## src/rtl/operand_fetch_pkg.sv

```systemverilog
// Shared types and constants for the operand fetch sequencer and its bypass.
package operand_fetch_pkg;

  typedef enum logic [1:0] {
    IDLE   = 2'd0,
    READ_A = 2'd1,
    READ_B = 2'd2,
    HOLD   = 2'd3
  } state_e;

  // Register 0 is hardwired to zero.
  localparam int unsigned ZERO_ADDR = 0;

endpackage

```

## src/rtl/operand_bypass.sv

```systemverilog
// Combinational fetch value: zero register, same-edge write-back forwarding, else file data.
module operand_bypass
  import operand_fetch_pkg::*;
#(
  parameter int unsigned data_width = 32,
  parameter int unsigned addr_width = 5
) (
  input  logic [addr_width-1:0] addr_i,
  input  logic [data_width-1:0] rd_data_i,
  input  logic                  wb_en_i,
  input  logic [addr_width-1:0] wb_addr_i,
  input  logic [data_width-1:0] wb_data_i,
  output logic [data_width-1:0] fetch_o
);

  always_comb begin
    fetch_o = rd_data_i;
    if (addr_i == addr_width'(ZERO_ADDR)) begin
      fetch_o = '0;
    end else if (wb_en_i && (wb_addr_i == addr_i)) begin
      fetch_o = wb_data_i;
    end
  end

endmodule

```

## src/rtl/operand_fetch.sv

```systemverilog
// Read-side sequencer: fetches rs1 then optionally rs2 through one read port and
// holds both operands, kept coherent with write-backs, until the ALU consumes them.
module operand_fetch
  import operand_fetch_pkg::*;
#(
  parameter int unsigned data_width = 32,
  parameter int unsigned addr_width = 5
) (
  input  logic                  clk,
  input  logic                  reset,
  input  logic                  req_valid,
  output logic                  req_ready,
  input  logic [addr_width-1:0] req_rs1,
  input  logic [addr_width-1:0] req_rs2,
  input  logic                  req_use_rs2,
  output logic [addr_width-1:0] rd_addr,
  input  logic [data_width-1:0] rd_data,
  input  logic                  wb_en,
  input  logic [addr_width-1:0] wb_addr,
  input  logic [data_width-1:0] wb_data,
  output logic                  op_valid,
  input  logic                  op_ready,
  output logic [data_width-1:0] op_a,
  output logic [data_width-1:0] op_b
);

  state_e                state_q;
  logic [addr_width-1:0] rs1_q;
  logic [addr_width-1:0] rs2_q;
  logic                  use_rs2_q;
  logic [data_width-1:0] op_a_q;
  logic [data_width-1:0] op_b_q;
  logic [data_width-1:0] fetched;
  logic                  hit_a;
  logic                  hit_b;

  // Read address is a pure decode of state and the latched request.
  always_comb begin
    rd_addr = addr_width'(ZERO_ADDR);
    case (state_q)
      READ_A:  rd_addr = rs1_q;
      READ_B:  rd_addr = rs2_q;
      default: rd_addr = addr_width'(ZERO_ADDR);
    endcase
  end

  operand_bypass #(
    .data_width(data_width),
    .addr_width(addr_width)
  ) u_bypass (
    .addr_i    (rd_addr),
    .rd_data_i (rd_data),
    .wb_en_i   (wb_en),
    .wb_addr_i (wb_addr),
    .wb_data_i (wb_data),
    .fetch_o   (fetched)
  );

  // Write-backs that land on a held operand while it waits for the ALU.
  assign hit_a = wb_en && (wb_addr == rs1_q) && (rs1_q != addr_width'(ZERO_ADDR));
  assign hit_b = wb_en && use_rs2_q && (wb_addr == rs2_q) &&
                 (rs2_q != addr_width'(ZERO_ADDR));

  always_ff @(negedge clk) begin
    if (reset) begin
      state_q   <= IDLE;
      rs1_q     <= '0;
      rs2_q     <= '0;
      use_rs2_q <= 1'b0;
      op_a_q    <= '0;
      op_b_q    <= '0;
    end else begin
      case (state_q)
        IDLE: begin
          if (req_valid) begin
            rs1_q     <= req_rs1;
            rs2_q     <= req_rs2;
            use_rs2_q <= req_use_rs2;
            state_q   <= READ_A;
          end
        end
        READ_A: begin
          op_a_q <= fetched;
          if (use_rs2_q) begin
            state_q <= READ_B;
          end else begin
            op_b_q  <= '0;
            state_q <= HOLD;
          end
        end
        READ_B: begin
          op_b_q  <= fetched;
          state_q <= HOLD;
        end
        HOLD: begin
          // The consuming edge returns to IDLE; a write-back on that edge is not merged.
          if (op_ready) begin
            state_q <= IDLE;
          end else begin
            if (hit_a) op_a_q <= wb_data;
            if (hit_b) op_b_q <= wb_data;
          end
        end
        default: state_q <= IDLE;
      endcase
    end
  end

  assign req_ready = (state_q == IDLE);
  assign op_valid  = (state_q == HOLD);
  assign op_a      = op_a_q;
  assign op_b      = op_b_q;

endmodule

```

## config.mk

```make
export PLATFORM = sky130hd
export DESIGN_NAME = operand_fetch
export DESIGN_NICKNAME = d
export VERILOG_FILES = /design/src/rtl/operand_fetch_pkg.sv /design/src/rtl/operand_bypass.sv /design/src/rtl/operand_fetch.sv
export SDC_FILE = /design/constraint.sdc
export NUM_CORES = 1
export LEC_CHECK = 0
export CAP_MARGIN = 30
export CORE_ASPECT_RATIO = 1.5
export CORE_MARGIN = 10
export CORE_UTILIZATION = 39
export CTS_BUF_LIST = sky130_fd_sc_hd__clkbuf_4 sky130_fd_sc_hd__clkbuf_8 sky130_fd_sc_hd__clkbuf_16
export DETAILED_ROUTE_END_ITERATION = 10
export PLACE_DENSITY_LB_ADDON = 0.3
export SYNTH_ARGS = -nofsm -noshare
export SYNTH_HDL_FRONTEND = slang
export SYNTH_SLANG_ARGS = --single-unit
```

## constraint.sdc

```tcl
create_clock -name clk -period 2.4 [get_ports clk]
set_input_delay 0.24 -clock clk [delete_from_list [all_inputs] [get_ports clk]]
set_output_delay 0.24 -clock clk [all_outputs]
set_load 0.01 [all_outputs]
```

==> run summary <==
## Logic synthesis
- **warning count from the yosys run** 0
- **proportion of synthesized flip-flops having asynchronous set or reset** 0%
- **per-instance average area after synthesis** 7.91 um^2
- **dominant synthesized flop cell** sky130_fd_sc_hd__dfxtp_1
- **synthesis-stage register bit count** 77
- **Post-synth EDFFs** 0
- **sequential cell area fraction in the yosys report** 40.4%
- **area share of the largest cell type after synthesis** 40.4%
- **cell taking the most area after synthesis** sky130_fd_sc_hd__dfxtp_1
- **count leader, synth** sky130_fd_sc_hd__a21oi_1
- **Net Count, Synth** 572
- **dominant cells by area after synthesis** sky130_fd_sc_hd__dfxtp_1, sky130_fd_sc_hd__o22ai_1, sky130_fd_sc_hd__a21oi_1
- **Cell variety after synth** 37
- **post-synthesis instance area** 0.00381 mm^2
- **most frequent cells after synthesis** sky130_fd_sc_hd__a21oi_1, sky130_fd_sc_hd__dfxtp_1, sky130_fd_sc_hd__nor2_1
- **post-synthesis instance total** 482

## CTS
- **buffer cell driving the clock tree root** sky130_fd_sc_hd__clkbuf_16
- **number of clock sinks seen by CTS** 77
- **maximum root-to-sink buffer count** 2
- **# H-tree levels** 3
- **TritonCTS clock tree** built
- **clock buffer count from CTS** 9
- **clock transition at the registers of the reported paths** 0.03 ns
- **Clock Latency Late Sink** 0.43 ns

## Finish
- **final non-filler cell total** 887
- **Area growth, synth to finish** 95.4%
- **nets** 856
- **final instance area** 0.00745 mm^2
- **fraction of layout cells with a size suffix above 1** 37.6%
- **final design utilization** 77.4%

## Drt
- **drc violations** 0
- **Wirelength per Cell** 21.7 um
- **iteration-0 DRC count of the detailed router** 345
- **number of iterations in the first detailed-routing pass** 5
- **total wirelength of the detailed-routed design** 19.2 mm
- **antenna viol nets, final** 0
- **routed via count divided by cell count** 5.77
- **total number of vias** 5115

## Die
- **die outline width** 101 um
- **cell row count** 44
- **Die Y-Extent** 141 um
- **effective utilization at floorplan** 39.6%
- **full die area** 0.0142 mm^2
- **area of the core region** 0.00963 mm^2
- **IO Count** 156

## Global route
- **pin count of the biggest net entering global routing** 78
- **number of antenna violations at the first check in global routing** 1
- **global route overflow** 0
- **Global Route Usage Sum** 25.2%
- **number of global-route vias before repair** 5570
- **wire length of the first global-routing pass** 28.4 mm

## STA
- **skew final** 0.0383 ns
- **final hold violation count** 0
- **worst max-slew margin expressed relative to the limit** 34.2%
- **aggregate negative setup slack** -29.27 ns
- **total count of max-transition violations in the final report** 0
- **unrepaired setup endpoints after global routing** yes
- **actual transition at the worst max-transition pin** 0.987 ns
- **worst hold-check slack** 0.505 ns
- **# setup viols final** 71
- **worst setup margin** -0.579 ns

## Placement
- **weighted congestion reported at the end of routability-driven placement** 0.856
- **number of cells after detailed placement** 757
- **instance area after placement** 0.00584 mm^2
- **post-detailed-placement half-perimeter wirelength** 10.5 mm
- **total of buffers placed on input and output ports** 155
- **worst slack after detailed placement** -1.31 ns

## Power and ir drop
- **total design power** 6.52 mW
- **PwrDens** 875 mW/mm^2
- **LEAKAGE** 3.22 nW
- **maximum VDD drop** 0.735 mV

## Critical path
- **Worst setup SP type** register
- **kind of critical path** reg2out
- **CP Data Required Time** 2.16 ns
- **sort of element at the end of the critical path** primary output
- **largest fanout on the critical path** 4
- **worst setup slack for register-to-register paths** -0.46 ns
- **Worst EP arrival** 2.74 ns

## Run status
- **status** finished with violations
- **failing checks** setup timing

## Hold path
- **min-delay worst type** reg2reg

## Flow run
- **max-cap violations** 0

==> registers in the layout, indices dropped and copies added (netlist names) <==
signal / flops
op_a: 32
op_b: 32
rs1_q: 5
rs2_q: 5
state_q: 2
use_rs2_q: 1
==> worst max-delay path: stages, from the launching register on <==
cell	delay, ns
sky130_fd_sc_hd__dfxtp_4	0.36
sky130_fd_sc_hd__inv_4	0.04
sky130_fd_sc_hd__ha_4	0.17
sky130_fd_sc_hd__buf_6	0.13
sky130_fd_sc_hd__a22o_4	0.23
sky130_fd_sc_hd__nand2_4	0.06
sky130_fd_sc_hd__inv_2	0.03
sky130_fd_sc_hd__buf_6	0.11
==> layer usage <==
layer | up-vias | routed length [um] | GRT usage [%]
met1 | 2430 | 6480 | 25.0
met3 | 85 | 1780 | 9.49
met5 | - | 0 | 0
met2 | 313 | 9930 | 42.6
met4 | 0 | 1030 | 15.9
li1 | 2287 | - | -
==> layout make-up <==
| type | instances | area [um^2] |
|---|---|---|
| diodes | 1 | 2.50 |
| clock buffers | 9 | 225 |
| clock inverters | 84 | 385 |
| fillers | 584 | 2180 |
| inverters | 7 | 31.3 |
| multi-input cells | 357 | 2860 |
| flip-flops and latches | 77 | 1550 |
| well taps | 115 | 144 |
| repair buffers | 237 | 2250 |
==> cell families (layout without fill, tap and decap cells) <==
logic type / after synthesis / in the layout / share of synthesized area (%)
AND/OR/NAND/NOR: 149 / 149 / 15.9
multiplexers: 33 / 33 / 8.66
XOR/XNOR: 11 / 11 / 2.72
flip-flops: 77 / 77 / 40.4
adder cells (fa/ha/maj): 5 / 5 / 1.64
other: 0 / 1 / 0
AO/OA/AOI/OAI: 159 / 159 / 25.3
buffers and inverters: 48 / 337 / 5.38
==> cell usage in the layout (no fill, tap or decap), types with 21 or more instances in the layout <==
| cell | synthesis | layout |
|---|---|---|
| sky130_fd_sc_hd__a21oi_1 | 79 | 63 |
| sky130_fd_sc_hd__clkdlybuf4s50_1 | 0 | 76 |
| sky130_fd_sc_hd__buf_2 | 2 | 65 |
| sky130_fd_sc_hd__mux2i_4 | 0 | 32 |
| sky130_fd_sc_hd__buf_6 | 3 | 21 |
| sky130_fd_sc_hd__inv_1 | 8 | 79 |
| sky130_fd_sc_hd__o22ai_2 | 0 | 22 |
| sky130_fd_sc_hd__o22ai_1 | 64 | 41 |
| sky130_fd_sc_hd__nor2_1 | 67 | 62 |
| sky130_fd_sc_hd__nand2_1 | 65 | 62 |
| sky130_fd_sc_hd__dfxtp_1 | 77 | 71 |
| sky130_fd_sc_hd__buf_4 | 0 | 45 |
==> where the power goes <==
part           internal (mW)  leakage [nW]  total [mW]  switching (mW)
Clock                   1.09         0.563        2.07           0.985
Combinational           1.44          2.03        2.97            1.53
Sequential              1.39         0.626        1.48          0.0828
==> timing repair <==
| action | in CTS | in global routing |
|---|---|---|
| gates cloned | 10 | 0 |
| buffers inserted | 26 | 6 |
| setup endpoints to repair | 136 | 91 |
| hold buffers | 0 | 0 |
| resized for setup | 402 | 86 |
| pin swaps | 28 | 17 |
==> path summary, 6_finish.rpt <==
path | end | start | depth (start not counted)
setup / recovery | rd_addr[3] | state_q[1]$_SDFFE_NP0P_ | 7
hold / removal | use_rs2_q$_SDFFE_NP0P_ | use_rs2_q$_SDFFE_NP0P_ | 2
setup reg to reg | op_a[0]$_SDFFE_NP0P_ | state_q[1]$_SDFFE_NP0P_ | 14
hold reg to reg | use_rs2_q$_SDFFE_NP0P_ | use_rs2_q$_SDFFE_NP0P_ | 2
(Power assumes the default switching activity.)
